$ cat config.mk
export PLATFORM = sky130hd
export DESIGN_NAME = ccc_encoder_4x4
export DESIGN_NICKNAME = d
export VERILOG_FILES = /design/src/rtl/ccc_pkg.sv /design/src/rtl/ccc_div_u12.sv /design/src/rtl/ccc_encoder_4x4.sv
export SDC_FILE = /design/constraint.sdc
export NUM_CORES = 2
export LEC_CHECK = 0
export ABC_AREA = 1
export CORE_MARGIN = 3
export CORE_UTILIZATION = 50
export CTS_CLUSTER_SIZE = 40
export DETAILED_ROUTE_END_ITERATION = 7
export HOLD_SLACK_MARGIN = 0.03
export PLACE_DENSITY_LB_ADDON = 0.25
export SLEW_MARGIN = 40
export SYNTH_ARGS = -nofsm -noshare
export SYNTH_HDL_FRONTEND = slang
export SYNTH_SLANG_ARGS = --single-unit
$ cat constraint.sdc
create_clock -name clk_i -period 5.65 [get_ports clk_i]
set_clock_uncertainty 0.2 [all_clocks]
set_input_delay 1.695 -clock clk_i [delete_from_list [all_inputs] [get_ports clk_i]]
set_output_delay 1.695 -clock clk_i [all_outputs]
set_load 0.05 [all_outputs]
$ cat src/rtl/ccc_pkg.sv
// ccc_pkg: shared definitions for the 4x4 colour-cell-compression encoder.
//   - Block and field geometry: pixel width, encoded-block width, and the
//     offsets of the bitmap, color0 and color1 fields.
//   - The encoder FSM state enum.
//   - Luma weights and the luma helper.
// Build option CCC_ENC_LUMA_WEIGHTED_EN selects the luma formula:
//   defined   : Y = (77R + 150G + 29B) >> 8, computed in 16 bits
//   undefined : Y = (R + 2G + B) >> 2, computed in 10 bits
package ccc_pkg;

    localparam int BITS_PER_PIXEL = 24;
    localparam int BITS_PER_BLOCK = 64;
    localparam int PIXELS         = 16;

    localparam int BITMAP_LSB = 0;
    localparam int BITMAP_W   = 16;
    localparam int COLOR0_LSB = 16;
    localparam int COLOR1_LSB = 40;

    localparam logic [15:0] LUMA_W_R = 16'd77;
    localparam logic [15:0] LUMA_W_G = 16'd150;
    localparam logic [15:0] LUMA_W_B = 16'd29;

    // 12 divider steps plus one write-back cycle (counter runs 12..0).
    localparam logic [3:0] DIV_CYCLES = 4'd12;

    typedef enum logic [1:0] {
        ST_IDLE,
        ST_LUMA,
        ST_CLASS,
        ST_DIV
    } ccc_state_e;

    function automatic logic [7:0] luma(input logic [23:0] px);
`ifdef CCC_ENC_LUMA_WEIGHTED_EN
        return 8'((LUMA_W_R * {8'd0, px[23:16]}
                 + LUMA_W_G * {8'd0, px[15:8]}
                 + LUMA_W_B * {8'd0, px[7:0]}) >> 8);
`else
        return 8'(({2'd0, px[23:16]} + {1'd0, px[15:8], 1'b0} + {2'd0, px[7:0]}) >> 2);
`endif
    endfunction

    // A group average never exceeds 255; clamp guards the divide-by-zero case.
    function automatic logic [7:0] sat8(input logic [11:0] v);
        return (v > 12'd255) ? 8'hFF : v[7:0];
    endfunction

endpackage

$ cat src/rtl/ccc_div_u12.sv
// ccc_div_u12: iterative restoring divider, 12-bit dividend / 5-bit divisor.
// The first quotient bit is resolved on the start edge, so the quotient is
// complete 12 rising edges after (and including) the start edge.
// Ports:
//   clk_i       clock, rising edge
//   rst_i       synchronous active-high reset
//   start_i     load operands and perform the first step
//   dividend_i  12-bit unsigned dividend (sampled on start)
//   divisor_i   5-bit unsigned divisor (sampled on start)
//   quotient_o  12-bit quotient, valid once 12 steps have run
module ccc_div_u12 (
    input  logic        clk_i,
    input  logic        rst_i,
    input  logic        start_i,
    input  logic [11:0] dividend_i,
    input  logic [4:0]  divisor_i,
    output logic [11:0] quotient_o
);

    // quo_q shifts dividend bits out of the top while quotient bits enter at the bottom.
    logic [11:0] quo_q;
    logic [4:0]  rem_q;
    logic [4:0]  dvs_q;
    logic [3:0]  cnt_q;

    logic        in_bit;
    logic [4:0]  rem_in;
    logic [4:0]  dvs;
    logic [5:0]  trial;
    logic        q_bit;
    logic [4:0]  rem_d;

    always_comb begin
        in_bit = quo_q[11];
        rem_in = rem_q;
        dvs    = dvs_q;
        if (start_i) begin
            in_bit = dividend_i[11];
            rem_in = 5'd0;
            dvs    = divisor_i;
        end
        trial = {rem_in, in_bit};
        q_bit = (trial >= {1'b0, dvs});
        rem_d = q_bit ? 5'(trial - {1'b0, dvs}) : trial[4:0];
    end

    always_ff @(posedge clk_i) begin
        if (rst_i) begin
            quo_q <= '0;
            rem_q <= '0;
            dvs_q <= '0;
            cnt_q <= '0;
        end else if (start_i) begin
            quo_q <= {dividend_i[10:0], q_bit};
            rem_q <= rem_d;
            dvs_q <= divisor_i;
            cnt_q <= 4'd11;
        end else if (cnt_q != 4'd0) begin
            quo_q <= {quo_q[10:0], q_bit};
            rem_q <= rem_d;
            cnt_q <= cnt_q - 4'd1;
        end
    end

    assign quotient_o = quo_q;

endmodule

$ cat src/rtl/ccc_encoder_4x4.sv
// ccc_encoder_4x4: encodes a 4x4 RGB888 block into a 64-bit CCC word
// {color1[63:40], color0[39:16], bitmap[15:0]}. Completion lands on the
// 45th rising edge after the start-accepting edge.
// Ports:
//   clk_i       clock, rising edge
//   rst_i       synchronous active-high reset (priority over start)
//   start_i     encode request, sampled only in IDLE
//   rgb_data_i  16 pixels, pixel i at [i*24 +: 24], {R,G,B}
//   ccc_data_o  registered encoded block, updated only at completion
//   done_o      level, high from completion until the next accepted start
//   busy_o      high while an encode is in progress
// Build option CCC_ENC_LUMA_WEIGHTED_EN selects the luma formula (see ccc_pkg).
//
// state    | meaning
// ---------+------------------------------------------------------------
// ST_IDLE  | waiting for start; ccc_data/done hold
// ST_LUMA  | 16 cycles: Y[i] stored, luma sum accumulated
// ST_CLASS | 16 cycles: bitmap bit, group channel sums and counts
// ST_DIV   | 12 divider steps then one write-back cycle
module ccc_encoder_4x4
    import ccc_pkg::*;
(
    input  logic                          clk_i,
    input  logic                          rst_i,
    input  logic                          start_i,
    input  logic [PIXELS*BITS_PER_PIXEL-1:0] rgb_data_i,
    output logic [BITS_PER_BLOCK-1:0]     ccc_data_o,
    output logic                          done_o,
    output logic                          busy_o
);

    ccc_state_e state_q, state_d;
    logic [3:0] cnt_q, cnt_d;

    logic [PIXELS*BITS_PER_PIXEL-1:0] blk_q;
    logic [7:0]  y_q [PIXELS];
    logic [11:0] sum_q;
    logic [15:0] bitmap_q;
    logic [11:0] csum_q [2][3];
    logic [4:0]  gcnt_q [2];
    logic [BITS_PER_BLOCK-1:0] ccc_q;
    logic        done_q;

    logic [3:0]  pix_idx;
    logic [23:0] cur_px;
    logic [7:0]  y_cur;
    logic        bright;
    logic        div_start;
    logic [11:0] quo [2][3];
    logic [23:0] color_grp [2];
    logic [BITS_PER_BLOCK-1:0] result;

    // The down-counter walks pixels 0..15 as it counts 15..0.
    assign pix_idx   = 4'd15 - cnt_q;
    assign cur_px    = blk_q[pix_idx*BITS_PER_PIXEL +: BITS_PER_PIXEL];
    assign y_cur     = luma(cur_px);
    assign bright    = (y_q[pix_idx] >= sum_q[11:4]);
    assign div_start = (state_q == ST_DIV) && (cnt_q == DIV_CYCLES);

    always_ff @(posedge clk_i) begin
        if (rst_i) begin
            state_q <= ST_IDLE;
            cnt_q   <= '0;
        end else begin
            state_q <= state_d;
            cnt_q   <= cnt_d;
        end
    end

    always_comb begin
        state_d = state_q;
        cnt_d   = cnt_q;
        unique case (state_q)
            ST_IDLE: begin
                if (start_i) begin
                    state_d = ST_LUMA;
                    cnt_d   = 4'd15;
                end
            end
            ST_LUMA: begin
                if (cnt_q == 4'd0) begin
                    state_d = ST_CLASS;
                    cnt_d   = 4'd15;
                end else begin
                    cnt_d = cnt_q - 4'd1;
                end
            end
            ST_CLASS: begin
                if (cnt_q == 4'd0) begin
                    state_d = ST_DIV;
                    cnt_d   = DIV_CYCLES;
                end else begin
                    cnt_d = cnt_q - 4'd1;
                end
            end
            ST_DIV: begin
                if (cnt_q == 4'd0) begin
                    state_d = ST_IDLE;
                end else begin
                    cnt_d = cnt_q - 4'd1;
                end
            end
            default: state_d = ST_IDLE;
        endcase
    end

    always_ff @(posedge clk_i) begin
        if (rst_i) begin
            blk_q    <= '0;
            sum_q    <= '0;
            bitmap_q <= '0;
            ccc_q    <= '0;
            done_q   <= 1'b0;
            for (int i = 0; i < PIXELS; i++) y_q[i] <= '0;
            for (int g = 0; g < 2; g++) begin
                gcnt_q[g] <= '0;
                for (int k = 0; k < 3; k++) csum_q[g][k] <= '0;
            end
        end else begin
            unique case (state_q)
                ST_IDLE: begin
                    if (start_i) begin
                        blk_q    <= rgb_data_i;
                        done_q   <= 1'b0;
                        sum_q    <= '0;
                        bitmap_q <= '0;
                        for (int g = 0; g < 2; g++) begin
                            gcnt_q[g] <= '0;
                            for (int k = 0; k < 3; k++) csum_q[g][k] <= '0;
                        end
                    end
                end
                ST_LUMA: begin
                    y_q[pix_idx] <= y_cur;
                    sum_q        <= sum_q + {4'd0, y_cur};
                end
                ST_CLASS: begin
                    bitmap_q[pix_idx] <= bright;
                    gcnt_q[bright]    <= gcnt_q[bright] + 5'd1;
                    for (int k = 0; k < 3; k++)
                        csum_q[bright][k] <= csum_q[bright][k] + {4'd0, cur_px[k*8 +: 8]};
                end
                ST_DIV: begin
                    if (cnt_q == 4'd0) begin
                        ccc_q  <= result;
                        done_q <= 1'b1;
                    end
                end
                default: ;
            endcase
        end
    end

    // Channel k: 0 = B, 1 = G, 2 = R; group 0 = dark, group 1 = bright.
    for (genvar g = 0; g < 2; g++) begin : g_grp
        for (genvar k = 0; k < 3; k++) begin : g_ch
            ccc_div_u12 u_div (
                .clk_i      (clk_i),
                .rst_i      (rst_i),
                .start_i    (div_start),
                .dividend_i (csum_q[g][k]),
                .divisor_i  (gcnt_q[g]),
                .quotient_o (quo[g][k])
            );
        end
        assign color_grp[g] = {sat8(quo[g][2]), sat8(quo[g][1]), sat8(quo[g][0])};
    end

    // An empty group borrows the other group's colour.
    always_comb begin
        result = '0;
        result[BITMAP_LSB +: BITMAP_W] = bitmap_q;
        result[COLOR0_LSB +: BITS_PER_PIXEL] = (gcnt_q[0] == 5'd0) ? color_grp[1] : color_grp[0];
        result[COLOR1_LSB +: BITS_PER_PIXEL] = (gcnt_q[1] == 5'd0) ? color_grp[0] : color_grp[1];
    end

    assign ccc_data_o = ccc_q;
    assign done_o     = done_q;
    assign busy_o     = (state_q != ST_IDLE);

endmodule

; Word-level counts from Yosys, hierarchy flattened
; Memories as Yosys holds them, arrays and structs flattened.
; Cells that the tools add are included.
[op_classes]
addsub = 21
mul = 1
magnitude_cmp = 15
n_eq_ne = 9
shift = 1
muxes = 117
bitwise = 8
n_reduce_logical = 33
[ops]
columns = operator, count
row1 = $shiftx 384x10->24, 1
row2 = $mux 12, 19
row3 = $mux 5, 33
row4 = $gt 12x8->1 const B, 6
row5 = $mux 4, 17
row6 = $mux 8, 7
row7 = $add 12x8->12, 4
row8 = $mux 24, 2
row9 = $ge 6x5->1, 6
row10 = $mux 36, 1
row11 = $reduce_or 36->1, 1
row12 = $pmux 16 s2, 1
row13 = $sub 5x5->5, 6
row14 = $sub 4x1->4 const B, 7
row15 = $mux 1, 25
row16 = $pmux 12 s2, 1
row17 = $reduce_bool 4->1, 6
row18 = $reduce_bool 2->1, 10
row19 = $bwmux 16, 1
row20 = $mux 16, 1
row21 = $pmux 4 s4, 1
row22 = $add 10x8->10, 1
row23 = $add 8x9->10, 1
row24 = $logic_not 5->1, 2
row25 = 26 further kinds, 45
[totals]
ff_bits = 639
mem_bits_rw = 210
memories = 3
[mem_list]
columns = memory, words, width, read_ports, rd_clocked_by_memory_dff, write_ports, line
row1 = y_q, 16, 8, 1, 0, 16, ccc_encoder_4x4.sv:36  ; logic [7:0] y_q [PIXELS];
row2 = csum_q, 2, 36, 3, 0, 2, ccc_encoder_4x4.sv:39  ; logic [11:0] csum_q [2][3];
row3 = gcnt_q, 2, 5, 3, 0, 2, ccc_encoder_4x4.sv:40  ; logic [4:0] gcnt_q [2];

; Depth between registers and ports, before layout
[logic_depth]
ltp_word = 7
mapped_depth = 40

; Cells and area by module
; From an unflattened synthesis, not the netlist that was laid out.
[unflattened]
hier_cells = 5018
hier_area_um2 = 39728.1
[modules_own_cells]
columns = module, instances, cells_per_inst, area_each_um2, seq_area_each_um2
row1 = ccc_encoder_4x4, 1, 3884, 31597.8, 15975.3
row2 = ccc_div_u12, 6, 189, 1355.0, 520.5

; Worst setup path after synthesis
; No wires, ideal clock.
[synth_timing]
path_type = register to register
start = register cnt_q[0]
end = register sum_q[11]
arrival_time_ns = 5.106
required_ns = 5.386
setup_slack_ns = 0.281
path_stages_with_launch = 33
n_path_buf = 5
synth_period_minus_slack_ns = 5.369
cell_sequence = dfxtp_1 > buf_6 > buf_6 > buf_2 > buf_4 > a21oi_1 > o21ai_0 > a21oi_1 > or4_1 > fa_1 > fa_1 > a21oi_1 > o21bai_1 > a21oi_1 > o21ai_1 > xor2_1 > buf_4 > inv_1 > ha_1 > nand2_1 > nor2_1 > nand2_1 > nand2_1 > nand2_1 > inv_1 > nor2_1 > nor2_1 > nand2_1 > nor2_1 > nand2_1 > nand2_1 > inv_1 > nor2_1
[synth_between]
elab_chain_cells = 7
[synth_lines]
columns = item, line
row1 = "start, declared", ccc_encoder_4x4.sv:33  ; logic [3:0] cnt_q, cnt_d;
row2 = "start signal, assigned", ccc_encoder_4x4.sv:66  ; cnt_q <= cnt_d;
row3 = $sub 4x4->4 *, ccc_encoder_4x4.sv:54  ; assign pix_idx = 4'd15 - cnt_q;
row4 = $mul 4x2->6 *, ccc_encoder_4x4.sv:55  ; assign cur_px = blk_q[pix_idx*BITS_PER_PIXEL +: BITS_PER_PIXEL];
row5 = $shiftx 384x10->24 *, ccc_encoder_4x4.sv:55
row6 = $add 8x9->10, ccc_pkg.sv:40  ; return 8'(({2'd0, px[23:16]} + {1'd0, px[15:8], 1'b0} + {2'd0, px[7:0]}) >> 2);
row7 = $add 10x8->10 *, ccc_pkg.sv:40
row8 = net y_cur[5], ccc_encoder_4x4.sv:46  ; logic [7:0] y_cur;
row9 = $add 12x8->12 *, ccc_encoder_4x4.sv:135  ; sum_q <= sum_q + {4'd0, y_cur};
row10 = $pmux 12 s2 *, ccc_encoder_4x4.sv:120  ; unique case (state_q)
row11 = "end signal, assigned", ccc_encoder_4x4.sv:135
row12 = "end, declared", ccc_encoder_4x4.sv:37  ; logic [11:0] sum_q;
; Mark *: on every way through the listed nets, which the timed path passes. The rest lies on a longest branch.
; A chain may end at the register's enable or synchronous reset.

; Final worst setup path
[layout_timing]
start = register cnt_q[0]
end = register sum_q[10]
; Same word-level chain as after synthesis.

==> qor.tcl <==
set qor(run_status) {finished, final reports clean}
set qor(dp.cells) 6150
set qor(syn2layout_area_growth_pct) 23.5
set qor(critical_path_launch_point_type) {flip-flop}
set qor(max_slew.worst_pin.slew_ns) 0.869
set qor(cts_num_sinks) 849
set qor(later_pin_clock_latency_in_the_skew_report_ns) 0.67
set qor(yosysSeqAreaShare_pct) 49.1
set qor(starting_density_of_the_core_pct) 50.9
set qor(yosys.area_share.adder_pct) 3.73
set qor(final-hold-violation-count) 0
set qor(layout-drive-gt1-share_pct) 6.63
set qor(vias_per_cell) 5.62
set qor(syn_inst) 4846
set qor(wirelength_um) 132000
set qor(clock.fmax_mhz) 183
set qor(synth_cell_types) 54
set qor(cap_violations) 0
set qor(drt-pass1-iter-count) 6
set qor(syn-cell-area_um2) 38900
set qor(core_region_area_um2) 76500
set qor(grt_antenna_before_repair) 8
set qor(tritoncts) {built}
set qor(grt_first_pass_wirelength_um) 199000
set qor(synthSimpleGateAreaFrac_pct) 17.1
set qor(total_leakage_power_nw) 20.0
set qor(combinational_power_share_pct) 53.0
set qor(path_buf_inv) 3
set qor(wl_per_cell_um) 20.9
set qor(port_buffers) 452
set qor(cell_class_contributing_the_biggest_share_of_worst_path_delay) {compound AO/OA/AOI/OAI gates}
set qor(timing.setup.critical_path_class) {reg -> reg}
set qor(period_needed_ns) 5.46
set qor(synth_area_leaders) {dfxtp_1 (33%), edfxtp_1 (16%), nand2_1 (9.4%)}
set qor(h-tree-depth) 3
set qor(netSwitchingPower_mw) 14.3
set qor(synth_compound_area_share_pct) 20.7
set qor(required_ns) 6.00
set qor(portion_of_netlist_area_occupied_by_mux_cells_pct) 0
set qor(most_instantiated_flip_flop_cell_in_the_synthesis_netlist) {dfxtp_1}
set qor(main_combinational_cell_family_by_area_after_synthesis) {compound AO/OA/AOI/OAI gates}
set qor(clock_network_fraction_of_total_power_pct) 20.8
set qor(detailedRoute.firstIterationViolations) 3714
set qor(share_of_total_power_in_sequential_cells_pct) 26.1
set qor(vias) 35600
set qor(ctsHoldBuffers) 0
set qor(layout.cells.most_common_list) {nand2_1 (975), dfxtp_1 (637), o21ai_0 (591), inv_1 (534), clkdlybuf4s50_1 (451)}
set qor(maxSlewHeadroom_pct) 42.0
set qor(num_io_pins) 453
set qor(globalRouteOverflowTotal) 0
set qor(slew_viol_final) 0
set qor(nets) 5711
set qor(grt_use_total_pct) 31.5
set qor(vias_in_the_first_global_route) 34100
set qor(clock_tree.buffer_depth) 3
set qor(num_rows) 101
set qor(route.antenna.remaining_nets) 0
set qor(crit_path_max_incr_delay_ns) 0.56
set qor(swShare_pct) 47.6
set qor(ir_worst_vdd_uv) 2090
set qor(dieWidth_um) 285
set qor(dp_hpwl_um) 96700
set qor(route.detailed.drc) 0
set qor(post-synth-top-area-cell) {dfxtp_1}
set qor(worst_min_delay_path_category) {reg -> reg}
set qor(critical_path.max_fanout) 31
set qor(finalCritPeriodShare_pct) 96.6
set qor(mappedNetlistNets) 5338
set qor(setup_tns_ns) 0
set qor(detailedPlace.worstSlack_ns) 0.231
set qor(internal_power_mw) 15.8
set qor(synth-edff-count) 210
set qor(mostFrequentLayoutCell) {nand2_1}
set qor(path_clk_slew_ns) 0.06
set qor(final-setup-viol-count) 0
set qor(timing.critical_path.to_type) {flip-flop}
set qor(die_h_um) 285
set qor(synthArstFlopShare_pct) 0
set qor(fin_worst_hold_slack_ns) 0.254
set qor(pwr_density_cell_nw_per_um2) 626
set qor(routabilityCongestion) 0.971
set qor(ys_seq_elements) 849
set qor(cts-buffers-inserted) 91
set qor(yosys_warning_count) 0
set qor(yosys.area_share.xor_xnor_pct) 0.673
set qor(design.die.area_um2) 81100
set qor(worstPathCellList) {buf_16, o21ai_0, a21oi_2, or4_4, fa_1, ha_1, a21oi_1, nor2_1, a211oi_1, nand2_2, nand2_1, nand3_1, nand2_2, inv_1, ha_1, inv_1, o311ai_0, nand2_1, nor2_1, nand2_1, xor2_1, nor2_1}
set qor(postSynthAreaPerCell_um2) 8.02
set qor(grt_start_max_net_pins) 120
set qor(synth.top_cell.area_share_pct) 32.9
set qor(fin_cells) 6334
set qor(worst-endpoint-arrival_ns) 5.81
set qor(cts-root-buf) {clkbuf_16}
set qor(final.setup.worst_slack_ns) 0.193
set qor(crit_slowest_cell) {or4_4}
==> registers in the layout, summed over array words and instances, names as in the netlist <==
| name | cells |
|---|---|
| blk_q | 384 |
| y_q | 128 |
| csum_q | 72 |
| g_grp.g_ch.u_div.quotient_o | 72 |
| ccc_data_o | 64 |
| g_grp.g_ch.u_div.dvs_q | 30 |
| g_grp.g_ch.u_div.rem_q | 30 |
| g_grp.g_ch.u_div.cnt_q | 24 |
| bitmap_q | 16 |
| sum_q | 12 |
| gcnt_q | 10 |
| cnt_q | 4 |
| state_q | 2 |
| done_o | 1 |
==> worst register-to-register path: stages, from the launching register on <==
cell,delay [ns]
dfxtp_4,0.38
buf_16,0.18
o21ai_0,0.52
a21oi_2,0.20
or4_4,0.56
fa_1,0.52
ha_1,0.39
a21oi_1,0.21
nor2_1,0.07
a211oi_1,0.24
nand2_2,0.12
nand2_1,0.10
nand3_1,0.09
nand2_2,0.08
inv_1,0.04
ha_1,0.31
inv_1,0.08
o311ai_0,0.51
nand2_1,0.09
nor2_1,0.16
nand2_1,0.08
xor2_1,0.13
nor2_1,0.05
==> power groups by stage <==
| stage | logic (mW) | clock network (mW) | registers (mW) |
|---|---|---|---|
| 6_report | 15.9 | 6.26 | 7.85 |
| 3_3_place_gp | 15.1 | 0 | 7.95 |
| 4_1_cts | 15.5 | 6.30 | 7.84 |
| 2_1_floorplan | 10.2 | 0 | 7.82 |
| 5_1_grt | 17.3 | 6.55 | 7.93 |
| 3_5_place_dp | 15.4 | 0 | 7.96 |
==> layout make-up <==
type                    instances  area, um^2
diodes                          6        15.0
clock buffers                 135        2670
clock inverters                37         493
fillers                      6622       28400
inverters                     556        2130
multi-input cells            3151       16500
flip-flops and latches        849       19100
well taps                    1030        1290
repair buffers                570        5850
==> cells by family after synthesis <==
| logic type | after synthesis |
|---|---|
| flip-flops | 849 |
| AND/OR/NAND/NOR | 1636 |
| XOR/XNOR | 29 |
| adder cells (fa/ha/maj) | 105 |
| AO/OA/AOI/OAI | 1381 |
| buffers and inverters | 846 |
==> synth_stat cells, types with 83 or more instances <==
| cell | count |
|---|---|
| edfxtp_1 | 210 |
| nand2_1 | 975 |
| o211ai_1 | 85 |
| inv_1 | 536 |
| a22o_1 | 185 |
| dfxtp_1 | 639 |
| ha_1 | 87 |
| o22ai_1 | 89 |
| nor2_1 | 429 |
| clkbuf_1 | 167 |
| nand3_1 | 111 |
| o21ai_0 | 598 |
| buf_2 | 83 |
| a21oi_1 | 357 |
==> repair_timing <==
| item | in CTS | in global routing |
|---|---|---|
| setup buffers | 0 | 2 |
| setup endpoints to repair | 0 | 27 |
| resized for setup | 0 | 31 |
==> stage by stage <==
step | instance area [um^2] | util (%) | power [mW]
floorplan | 38900 | - | 18.0
global placement | 44500 | 58.2 | 23.1
detailed placement | 44600 | 58.4 | 23.3
CTS | 47800 | 62.5 | 29.6
global route | 48000 | 62.8 | 31.8
finish | 48000 | 62.8 | 30.0
==> routing by layer <==
layer | global-route usage [%] | wire [um] | vias to the layer above
li1 | - | - | 17000
met2 | 51.1 | 61600 | 1507
met5 | 0 | 0 | -
met3 | 5.39 | 11000 | 335
met4 | 15.5 | 6850 | 0
met1 | 40.6 | 52900 | 16700
==> path summary, 6_finish.rpt <==
kind | start | to | slack (ns) | cells past startpoint
worst max-delay path | cnt_q[0] | sum_q[10] | 0.19 | 22
worst min-delay path | g_grp[0].g_ch[0].u_div.cnt_q[0] | g_grp[0].g_ch[0].u_div.cnt_q[0] | 0.25 | 1
worst max register to register | cnt_q[0] | sum_q[10] | 0.19 | 22
worst min register to register | g_grp[0].g_ch[0].u_div.cnt_q[0] | g_grp[0].g_ch[0].u_div.cnt_q[0] | 0.25 | 1
Power figures use the tool's default switching activity.
